<file path="src/rtl/mem_stage_if.sv">
// Port bundle for the MEM stage: EX-side payload, WB handshake, data-SRAM response and ID forwarding.
// The slave modport is the stage itself; the master modport is whatever drives it (pipeline or bench).
interface mem_stage_if #(
    parameter int DATA_W = 32,
    parameter int RF_AW  = 5
);
    // Handshake: a transfer EX->MEM happens on a clock where ex_to_mem_valid && mem_allow_in,
    // and MEM->WB where mem_to_wb_valid && wb_allow_in; valid may not depend on allow_in.
    logic              ex_to_mem_valid;
    logic              mem_allow_in;
    logic              wb_allow_in;
    logic              mem_to_wb_valid;

    logic [31:0]       ex_pc;
    logic [DATA_W-1:0] ex_alu_result;
    logic              ex_reg_we;
    logic [RF_AW-1:0]  ex_reg_waddr;
    logic [2:0]        ex_load_op;

    logic              data_sram_data_ok;
    logic [DATA_W-1:0] data_sram_rdata;

    logic [31:0]       mem_pc;
    logic [DATA_W-1:0] mem_final_result;
    logic              mem_reg_we;
    logic [RF_AW-1:0]  mem_reg_waddr;

    logic              mem_fwd_valid;
    logic [RF_AW-1:0]  mem_fwd_waddr;
    logic [DATA_W-1:0] mem_fwd_data;
    logic              mem_load_busy;

    modport slave (
        input  ex_to_mem_valid, wb_allow_in,
        input  ex_pc, ex_alu_result, ex_reg_we, ex_reg_waddr, ex_load_op,
        input  data_sram_data_ok, data_sram_rdata,
        output mem_allow_in, mem_to_wb_valid,
        output mem_pc, mem_final_result, mem_reg_we, mem_reg_waddr,
        output mem_fwd_valid, mem_fwd_waddr, mem_fwd_data, mem_load_busy
    );

    modport master (
        output ex_to_mem_valid, wb_allow_in,
        output ex_pc, ex_alu_result, ex_reg_we, ex_reg_waddr, ex_load_op,
        output data_sram_data_ok, data_sram_rdata,
        input  mem_allow_in, mem_to_wb_valid,
        input  mem_pc, mem_final_result, mem_reg_we, mem_reg_waddr,
        input  mem_fwd_valid, mem_fwd_waddr, mem_fwd_data, mem_load_busy
    );
endinterface

</file>
<file path="src/rtl/mem_stage.sv">
// MEM pipeline stage: holds one instruction from EX, waits for load data, extracts/extends it,
// hands the result to WB and publishes forwarding / load-stall info to ID.
module mem_stage #(
    parameter int DATA_W = 32,
    parameter int RF_AW  = 5
) (
    input  logic        clk,
    input  logic        reset,
    mem_stage_if.slave  bus
);
    localparam logic [2:0] OP_NONE = 3'd0;
    localparam logic [2:0] OP_LB   = 3'd1;
    localparam logic [2:0] OP_LBU  = 3'd2;
    localparam logic [2:0] OP_LH   = 3'd3;
    localparam logic [2:0] OP_LHU  = 3'd4;

    logic              mem_valid;
    logic              data_ok_r;
    logic [31:0]       pc_r;
    logic [DATA_W-1:0] alu_r;
    logic              reg_we_r;
    logic [RF_AW-1:0]  reg_waddr_r;
    logic [2:0]        load_op_r;
    logic [DATA_W-1:0] rdata_buf;

    logic              is_load;
    logic              mem_ready_go;
    logic              allow_in;
    logic              to_wb_valid;
    logic              leave;
    logic              buf_set;
    logic [DATA_W-1:0] raw;
    logic [7:0]        ld_byte;
    logic [15:0]       ld_half;
    logic [DATA_W-1:0] extracted;
    logic [DATA_W-1:0] final_result;

    assign is_load      = (load_op_r != OP_NONE);
    assign mem_ready_go = !is_load || data_ok_r || bus.data_sram_data_ok;
    assign allow_in     = !mem_valid || (mem_ready_go && bus.wb_allow_in);
    assign to_wb_valid  = mem_valid && mem_ready_go;
    assign leave        = to_wb_valid && bus.wb_allow_in;
    // Buffer the response only when WB cannot take it this cycle; stray or repeated data_ok is dropped.
    assign buf_set      = mem_valid && is_load && !data_ok_r && bus.data_sram_data_ok
                          && !bus.wb_allow_in;

    always_ff @(posedge clk) begin
        if (reset) begin
            mem_valid <= 1'b0;
        end else if (allow_in) begin
            mem_valid <= bus.ex_to_mem_valid;
        end
    end

    always_ff @(posedge clk) begin
        if (reset) begin
            pc_r        <= '0;
            alu_r       <= '0;
            reg_we_r    <= 1'b0;
            reg_waddr_r <= '0;
            load_op_r   <= OP_NONE;
        end else if (allow_in && bus.ex_to_mem_valid) begin
            pc_r        <= bus.ex_pc;
            alu_r       <= bus.ex_alu_result;
            reg_we_r    <= bus.ex_reg_we;
            reg_waddr_r <= bus.ex_reg_waddr;
            load_op_r   <= bus.ex_load_op;
        end
    end

    always_ff @(posedge clk) begin
        if (reset) begin
            data_ok_r <= 1'b0;
            rdata_buf <= '0;
        end else begin
            if (leave) begin
                data_ok_r <= 1'b0;
            end else if (buf_set) begin
                data_ok_r <= 1'b1;
            end
            if (buf_set) begin
                rdata_buf <= bus.data_sram_rdata;
            end
        end
    end

    assign raw     = data_ok_r ? rdata_buf : bus.data_sram_rdata;
    // Halfword select uses a[1] only; misaligned halfwords are not trapped here.
    assign ld_half = alu_r[1] ? raw[31:16] : raw[15:0];

    always_comb begin
        ld_byte = raw[7:0];
        case (alu_r[1:0])
            2'd0:    ld_byte = raw[7:0];
            2'd1:    ld_byte = raw[15:8];
            2'd2:    ld_byte = raw[23:16];
            default: ld_byte = raw[31:24];
        endcase
    end

    always_comb begin
        extracted = raw;
        case (load_op_r)
            OP_LB:   extracted = {{24{ld_byte[7]}}, ld_byte};
            OP_LBU:  extracted = {24'd0, ld_byte};
            OP_LH:   extracted = {{16{ld_half[15]}}, ld_half};
            OP_LHU:  extracted = {16'd0, ld_half};
            default: extracted = raw;
        endcase
    end

    assign final_result = is_load ? extracted : alu_r;

    assign bus.mem_allow_in     = allow_in;
    assign bus.mem_to_wb_valid  = to_wb_valid;
    assign bus.mem_pc           = pc_r;
    assign bus.mem_final_result = final_result;
    assign bus.mem_reg_we       = reg_we_r;
    assign bus.mem_reg_waddr    = reg_waddr_r;
    assign bus.mem_fwd_valid    = mem_valid && reg_we_r && (reg_waddr_r != '0) && mem_ready_go;
    assign bus.mem_fwd_waddr    = reg_waddr_r;
    assign bus.mem_fwd_data     = final_result;
    assign bus.mem_load_busy    = mem_valid && is_load && !mem_ready_go && reg_we_r;
endmodule

</file>
<file path="src/flat_wrapper.sv">
// flat-port wrapper written by rule: the top's interface ports become plain ports
module mem_stage_flat 
#(
    parameter int DATA_W = 32,
    parameter int RF_AW  = 5
)
  (clk, reset, bus_ex_to_mem_valid, bus_wb_allow_in, bus_ex_pc, bus_ex_alu_result, bus_ex_reg_we, bus_ex_reg_waddr, bus_ex_load_op, bus_data_sram_data_ok, bus_data_sram_rdata, bus_mem_allow_in, bus_mem_to_wb_valid, bus_mem_pc, bus_mem_final_result, bus_mem_reg_we, bus_mem_reg_waddr, bus_mem_fwd_valid, bus_mem_fwd_waddr, bus_mem_fwd_data, bus_mem_load_busy);
  mem_stage_if #(.DATA_W(DATA_W), .RF_AW(RF_AW)) bus_i ();
  input  logic clk;
  input  logic reset;
  input wire logic [$bits(bus_i.ex_to_mem_valid)-1:0] bus_ex_to_mem_valid;
  input wire logic [$bits(bus_i.wb_allow_in)-1:0] bus_wb_allow_in;
  input wire logic [$bits(bus_i.ex_pc)-1:0] bus_ex_pc;
  input wire logic [$bits(bus_i.ex_alu_result)-1:0] bus_ex_alu_result;
  input wire logic [$bits(bus_i.ex_reg_we)-1:0] bus_ex_reg_we;
  input wire logic [$bits(bus_i.ex_reg_waddr)-1:0] bus_ex_reg_waddr;
  input wire logic [$bits(bus_i.ex_load_op)-1:0] bus_ex_load_op;
  input wire logic [$bits(bus_i.data_sram_data_ok)-1:0] bus_data_sram_data_ok;
  input wire logic [$bits(bus_i.data_sram_rdata)-1:0] bus_data_sram_rdata;
  output wire logic [$bits(bus_i.mem_allow_in)-1:0] bus_mem_allow_in;
  output wire logic [$bits(bus_i.mem_to_wb_valid)-1:0] bus_mem_to_wb_valid;
  output wire logic [$bits(bus_i.mem_pc)-1:0] bus_mem_pc;
  output wire logic [$bits(bus_i.mem_final_result)-1:0] bus_mem_final_result;
  output wire logic [$bits(bus_i.mem_reg_we)-1:0] bus_mem_reg_we;
  output wire logic [$bits(bus_i.mem_reg_waddr)-1:0] bus_mem_reg_waddr;
  output wire logic [$bits(bus_i.mem_fwd_valid)-1:0] bus_mem_fwd_valid;
  output wire logic [$bits(bus_i.mem_fwd_waddr)-1:0] bus_mem_fwd_waddr;
  output wire logic [$bits(bus_i.mem_fwd_data)-1:0] bus_mem_fwd_data;
  output wire logic [$bits(bus_i.mem_load_busy)-1:0] bus_mem_load_busy;
  assign bus_i.ex_to_mem_valid = bus_ex_to_mem_valid;
  assign bus_i.wb_allow_in = bus_wb_allow_in;
  assign bus_i.ex_pc = bus_ex_pc;
  assign bus_i.ex_alu_result = bus_ex_alu_result;
  assign bus_i.ex_reg_we = bus_ex_reg_we;
  assign bus_i.ex_reg_waddr = bus_ex_reg_waddr;
  assign bus_i.ex_load_op = bus_ex_load_op;
  assign bus_i.data_sram_data_ok = bus_data_sram_data_ok;
  assign bus_i.data_sram_rdata = bus_data_sram_rdata;
  assign bus_mem_allow_in = bus_i.mem_allow_in;
  assign bus_mem_to_wb_valid = bus_i.mem_to_wb_valid;
  assign bus_mem_pc = bus_i.mem_pc;
  assign bus_mem_final_result = bus_i.mem_final_result;
  assign bus_mem_reg_we = bus_i.mem_reg_we;
  assign bus_mem_reg_waddr = bus_i.mem_reg_waddr;
  assign bus_mem_fwd_valid = bus_i.mem_fwd_valid;
  assign bus_mem_fwd_waddr = bus_i.mem_fwd_waddr;
  assign bus_mem_fwd_data = bus_i.mem_fwd_data;
  assign bus_mem_load_busy = bus_i.mem_load_busy;
  mem_stage #(.DATA_W(DATA_W), .RF_AW(RF_AW)) u_core (.clk(clk), .reset(reset), .bus(bus_i));
endmodule
</file>
<file path="config.mk">
export PLATFORM = sky130hd
export DESIGN_NAME = mem_stage_flat
export DESIGN_NICKNAME = d
export VERILOG_FILES = /design/src/rtl/mem_stage_if.sv /design/src/rtl/mem_stage.sv /design/src/flat_wrapper.sv
export SDC_FILE = /design/constraint.sdc
export NUM_CORES = 1
export LEC_CHECK = 0
export BUFFER_PORTS_ARGS = -buffer_cell sky130_fd_sc_hd__buf_2
export CAP_MARGIN = 10
export CORE_MARGIN = 4
export CORE_UTILIZATION = 57
export CTS_BUF_LIST = sky130_fd_sc_hd__clkbuf_8
export CTS_CLUSTER_SIZE = 28
export DETAILED_ROUTE_END_ITERATION = 8
export GPL_ROUTABILITY_DRIVEN = 0
export GPL_TIMING_DRIVEN = 0
export MAX_ROUTING_LAYER = met4
export PLACE_DENSITY = 0.94
export SYNTH_ARGS = -nofsm -noshare
export SYNTH_HDL_FRONTEND = slang
export SYNTH_SLANG_ARGS = --single-unit
</file>
<file path="constraint.sdc">
create_clock -name clk -period 3.1 [get_ports clk]
set_input_delay 0 -clock clk [delete_from_list [all_inputs] [get_ports clk]]
set_output_delay 0 -clock clk [all_outputs]
set_load 0.01 [all_outputs]
</file>
Word-level counts from Yosys, hierarchy flattened
Index checks and enable logic that the tools add are counted.
{"block": "op_classes", "n_eq_ne": 6, "mux": 5, "reduce_logical": 25}
{"operator": "32-bit case mux with 4 select lines", "n": 1}
{"operator": "32-bit 2-to-1 mux", "n": 2}
{"operator": "8-bit case mux with 3 select lines", "n": 1}
{"operator": "16-bit 2-to-1 mux", "n": 1}
{"operator": "1-bit logical AND", "n": 13}
{"operator": "3-bit by 2-bit == test with 1-bit output, second input constant", "n": 2}
{"operator": "1-bit logical NOT", "n": 5}
{"operator": "5-bit nonzero test", "n": 1}
{"operator": "3-bit by 1-bit == test with 1-bit output, second input constant", "n": 1}
{"operator": "3-bit == test, second input constant", "n": 1}
{"operator": "1-bit logical OR", "n": 3}
{"operator": "3-bit nonzero test", "n": 1}
{"operator": "2-bit by 1-bit == test with 1-bit output, second input constant", "n": 1}
{"operator": "2-bit == test, second input constant", "n": 1}
{"operator": "2-bit logical NOT", "n": 1}
{"operator": "2-bit OR reduction", "n": 1}
{"block": "word_totals", "regBits": 107, "in_bits": 110, "wordCells": 44}

Longest topological paths before layout
{"block": "depth", "ltp_word": 7, "depth_mapped": 8, "ltp_nobuf": 4}

Worst setup path before layout
No wires, ideal clock.
{"block": "synth_path", "path_kind": "register to output", "from": "register u_core.data_ok_r", "to": "output port bus_mem_fwd_data[25]", "arrival_ps": 1751, "setup_slack_ps": 1349, "stages_incl_launch_ff": 8, "cell_sequence": "dfxtp_1 buf_6 mux2_4 o21a_4 o2111ai_4 buf_6 o2111ai_1 buf_4"}
{"block": "synth_between", "elab_chain_cells": 4}
{"item": "start: declaration", "line_no": "mem_stage.sv:18", "rtl": "logic data_ok_r;"}
{"item": "start signal: assignment", "line_no": "mem_stage.sv:73", "rtl": "data_ok_r <= 1'b0;"}
{"item": "start signal: assignment", "line_no": "mem_stage.sv:77", "rtl": "data_ok_r <= 1'b0;"}
{"item": "start signal: assignment", "line_no": "mem_stage.sv:79", "rtl": "data_ok_r <= 1'b1;"}
{"item": "32-bit 2-to-1 mux *", "line_no": "mem_stage.sv:87", "rtl": "assign raw = data_ok_r ? rdata_buf : bus.data_sram_rdata;"}
{"item": "8-bit case mux with 3 select lines / 16-bit 2-to-1 mux (equally long branches)", "line_no": "mem_stage.sv:93, mem_stage.sv:89"}
{"item": "32-bit case mux with 4 select lines *", "line_no": "mem_stage.sv:103", "rtl": "case (load_op_r)"}
{"item": "32-bit 2-to-1 mux *", "line_no": "mem_stage.sv:112", "rtl": "assign final_result = is_load ? extracted : alu_r;"}
{"item": "end: declaration", "line_no": "flat_wrapper.sv:28", "rtl": "output wire logic [$bits(bus_i.mem_fwd_data)-1:0] bus_mem_fwd_data;"}
Mark *: on every way between the ends. The rest lies on a longest branch, timed or not.

Worst setup path after layout
{"block": "layout_path", "from": "register u_core.data_ok_r", "to": "output port bus_mem_fwd_data[31]"}
The elaborated chain is that of the path after synthesis.

==> out/metrics.csv <==
metric,value,unit
Die Ht,114.9,um
max_cap viols,0,
DRT antenna net count,0,
CP Capture Type,output pin,
Synth top area share,32.89,%
Slew @ Worst Pin,646.9,ps
router iterations before antenna repair,7,
maximum VDD drop,0.3500,mV
final hold slack,49.22,ps
ratio of cells with drive above 1 in the final layout,30.60,%
synthesized cell area,6512,um^2
postcts setup bufs,0,
number of global-route vias before repair,7207,
largest net degree at the start of global routing,23,
number of synthesized flops with an enable pin,0,
antenna violations before repair,1,
Skew-Pair Late Insertion Delay,390,ps
nets,1190,
final setup skew,19.97,ps
origin of the critical flop-to-flop path,u_core.load_op_r[0],
final max-slew violation count,0,
CTS Sinks,107,
endpoints failing setup,0,
area of the core,11030,um^2
Seq cells post-synth,107,
Worst Hold Path EP,u_core.data_ok_r,
CTS tree,done,
placed insts,1102,
Setup TNS,0,ps
cell area after placement,7784,um^2
fmax,383.9,MHz
CTS buffer count,9,
die area,13200,um^2
first-pass GRT wire length,37530,um
CP required,3100,ps
Routed WL per cell,19.88,um
Ports,221,
R2R Setup Slk,1000,ps
final worst-path cycle share,84.02,%
Most used DFF post-synth,dfxtp_1,
detailed placement HPWL,15530,um
worst r2r dst,u_core.rdata_buf[10],
syn_nets,853,
outcome,completed,
PD cells,398.3,nW/um^2
clock slew at reported path FFs,110,ps
aggregate routed wire length,24380,um
hold path depth,3,
Mapped Avg Cell Area,8.765,um^2
Finished Layout Cells,1226,
Final min period,2605,ps
Core Rows,38,
most common cell in the synthesized netlist,nand2b_1,
"area leader, netlist",dfxtp_1,
Final Hold Viols,0,
CTS H-tree depth,3,
Vias/cell,5.874,
DRC,0,
clock buffer depth,2,
PostCTS Resize Cnt,0,
gr ovfl total,0,
post-synthesis sequential area ratio,32.89,%
most instantiated cells after synthesis,"nand2b_1, dfxtp_1, mux2i_1, nand2_1, buf_4",
critical path class,reg2out,
vias after detailed routing,7202,
fin area,9067,um^2
post-synthesis cell type count,58,
critical path arrival,2600,ps
Post-synth ARST share,0,%
Die X,114.9,um
All-Layer GR Usage,37.21,%
buffers added on ports,219,
Area contributors post-synth,"dfxtp_1, mux2i_1, nand2b_1",
leak pwr,4.050,nW
Iter 0 DRT Violations,698,
Starting Density,59.04,%
Yosys warning total,0,
Tot Pwr,3.611,mW
R2R cell count,6,
slew margin rel.,56.87,%
critical-path maximum fanout,10,
Hold Startpoint,bus_data_sram_data_ok,
clock root buffer,clkbuf_8,
synthesized instance count,743,
Hold Crit Class,in2reg,
RSZ-0062 raised after global routing,no,
Area Overhead vs Synth,39.23,%
fill count,612,
Worst Setup Start Kind,register,
state kept, by name (all words and copies together) (netlist names):
name / flops
u_core.alu_r: 32
u_core.bus.mem_pc: 32
u_core.rdata_buf: 32
u_core.bus.mem_fwd_waddr: 5
u_core.load_op_r: 3
u_core.bus.mem_reg_we: 1
u_core.data_ok_r: 1
u_core.mem_valid: 1
through the flow:
step | util (%) | worst slack [ps]
2_1_floorplan | - | 1349
3_3_place_gp | 70.56 | 1021
3_5_place_dp | 70.56 | 1013
4_1_cts | 82.18 | 579.2
5_1_grt | 82.20 | 364.0
6_report | 82.20 | 495.3
timing repair:
action / in CTS / in global routing
endpoints found under the hold margin: 107 / 0
hold buffers: 107 / 0
endpoints found under the setup margin: 0 / 0
layer usage:
| metal | vias up | GRT usage [%] | wire (um) |
|---|---|---|---|
| li1 | 3205 | - | - |
| met1 | 3320 | 42.80 | 8629 |
| met2 | 544 | 61.81 | 11550 |
| met3 | 133 | 6.947 | 2596 |
| met4 | 0 | 18.94 | 1608 |
| met5 | - | - | 0 |
placed cells by master (no fill, tap or decap), drive strengths merged, types with 2 or more instances in the layout:
cell type      n
mux2i        102
a22oi          7
dlygate4sd3  107
a22o           2
clkbuf        39
a2bb2oi        4
nand2b       147
clkinv         3
or2            3
and3b          2
o31ai          3
o2111ai        7
nand4          2
nand4b         5
and4b          2
o21ai          4
dfxtp        107
nor2          17
o22ai          7
o22a           3
a31oi         23
a41oi          3
mux2           9
nor2b          4
or3            2
nor3           7
inv            9
a21oi         40
nand2         84
mux4           8
nand3         18
buf          289
where the power goes:
| group | switching (mW) | internal, mW |
|---|---|---|
| clock | 0.588 | 0.332 |
| combinational | 0.606 | 0.577 |
| sequential | 0.0596 | 1.45 |
| total | 1.25 | 2.36 |
cells by family (layout without fill, tap and decap cells):
family | Yosys count | in the layout | share of synthesized area [%]
other cells | 0 | 1 | 0
mux | 119 | 119 | 20.06
compound gates | 114 | 114 | 12.07
simple gates | 297 | 297 | 25.00
buf+inv | 105 | 447 | 9.856
flops | 107 | 107 | 32.89
xor+xnor | 1 | 1 | 0.1345
worst max path at each step:
| stage | start | end | slack [ps] | cells after the start |
|---|---|---|---|---|
| floorplan | u_core.data_ok_r | bus_mem_fwd_data[25] | 1350 | 7 |
| global placement | u_core.data_ok_r | bus_mem_fwd_data[31] | 1020 | 8 |
| detailed placement | u_core.data_ok_r | bus_mem_fwd_data[25] | 1010 | 8 |
| CTS | u_core.data_ok_r | bus_mem_fwd_data[31] | 580 | 8 |
| global route | u_core.load_op_r[2] | bus_mem_fwd_data[0] | 360 | 6 |
| finish | u_core.data_ok_r | bus_mem_fwd_data[31] | 500 | 8 |
layout make-up:
cell class | count | area (um^2) | share of cell area, %
tap | 140 | 175.2 | 1.932
clock inverter | 7 | 86.33 | 0.9521
inverter | 5 | 18.77 | 0.2070
timing repair buffer | 326 | 2167 | 23.90
sequential | 107 | 2142 | 23.62
buffer | 100 | 623.1 | 6.872
antenna | 1 | 2.502 | 0.02760
multi-input combinational | 531 | 3729 | 41.12
clock buffer | 9 | 123.9 | 1.366
worst max-delay path, cell delays in order, from the launching register on:
cell and delay, ps:
dfxtp_1 340, buf_6 170, mux2i_1 490, o22ai_2 170
o2111ai_4 340, buf_6 200, o2111ai_1 190, buf_4 200
buf_2 130
(Power assumes the default switching activity.)
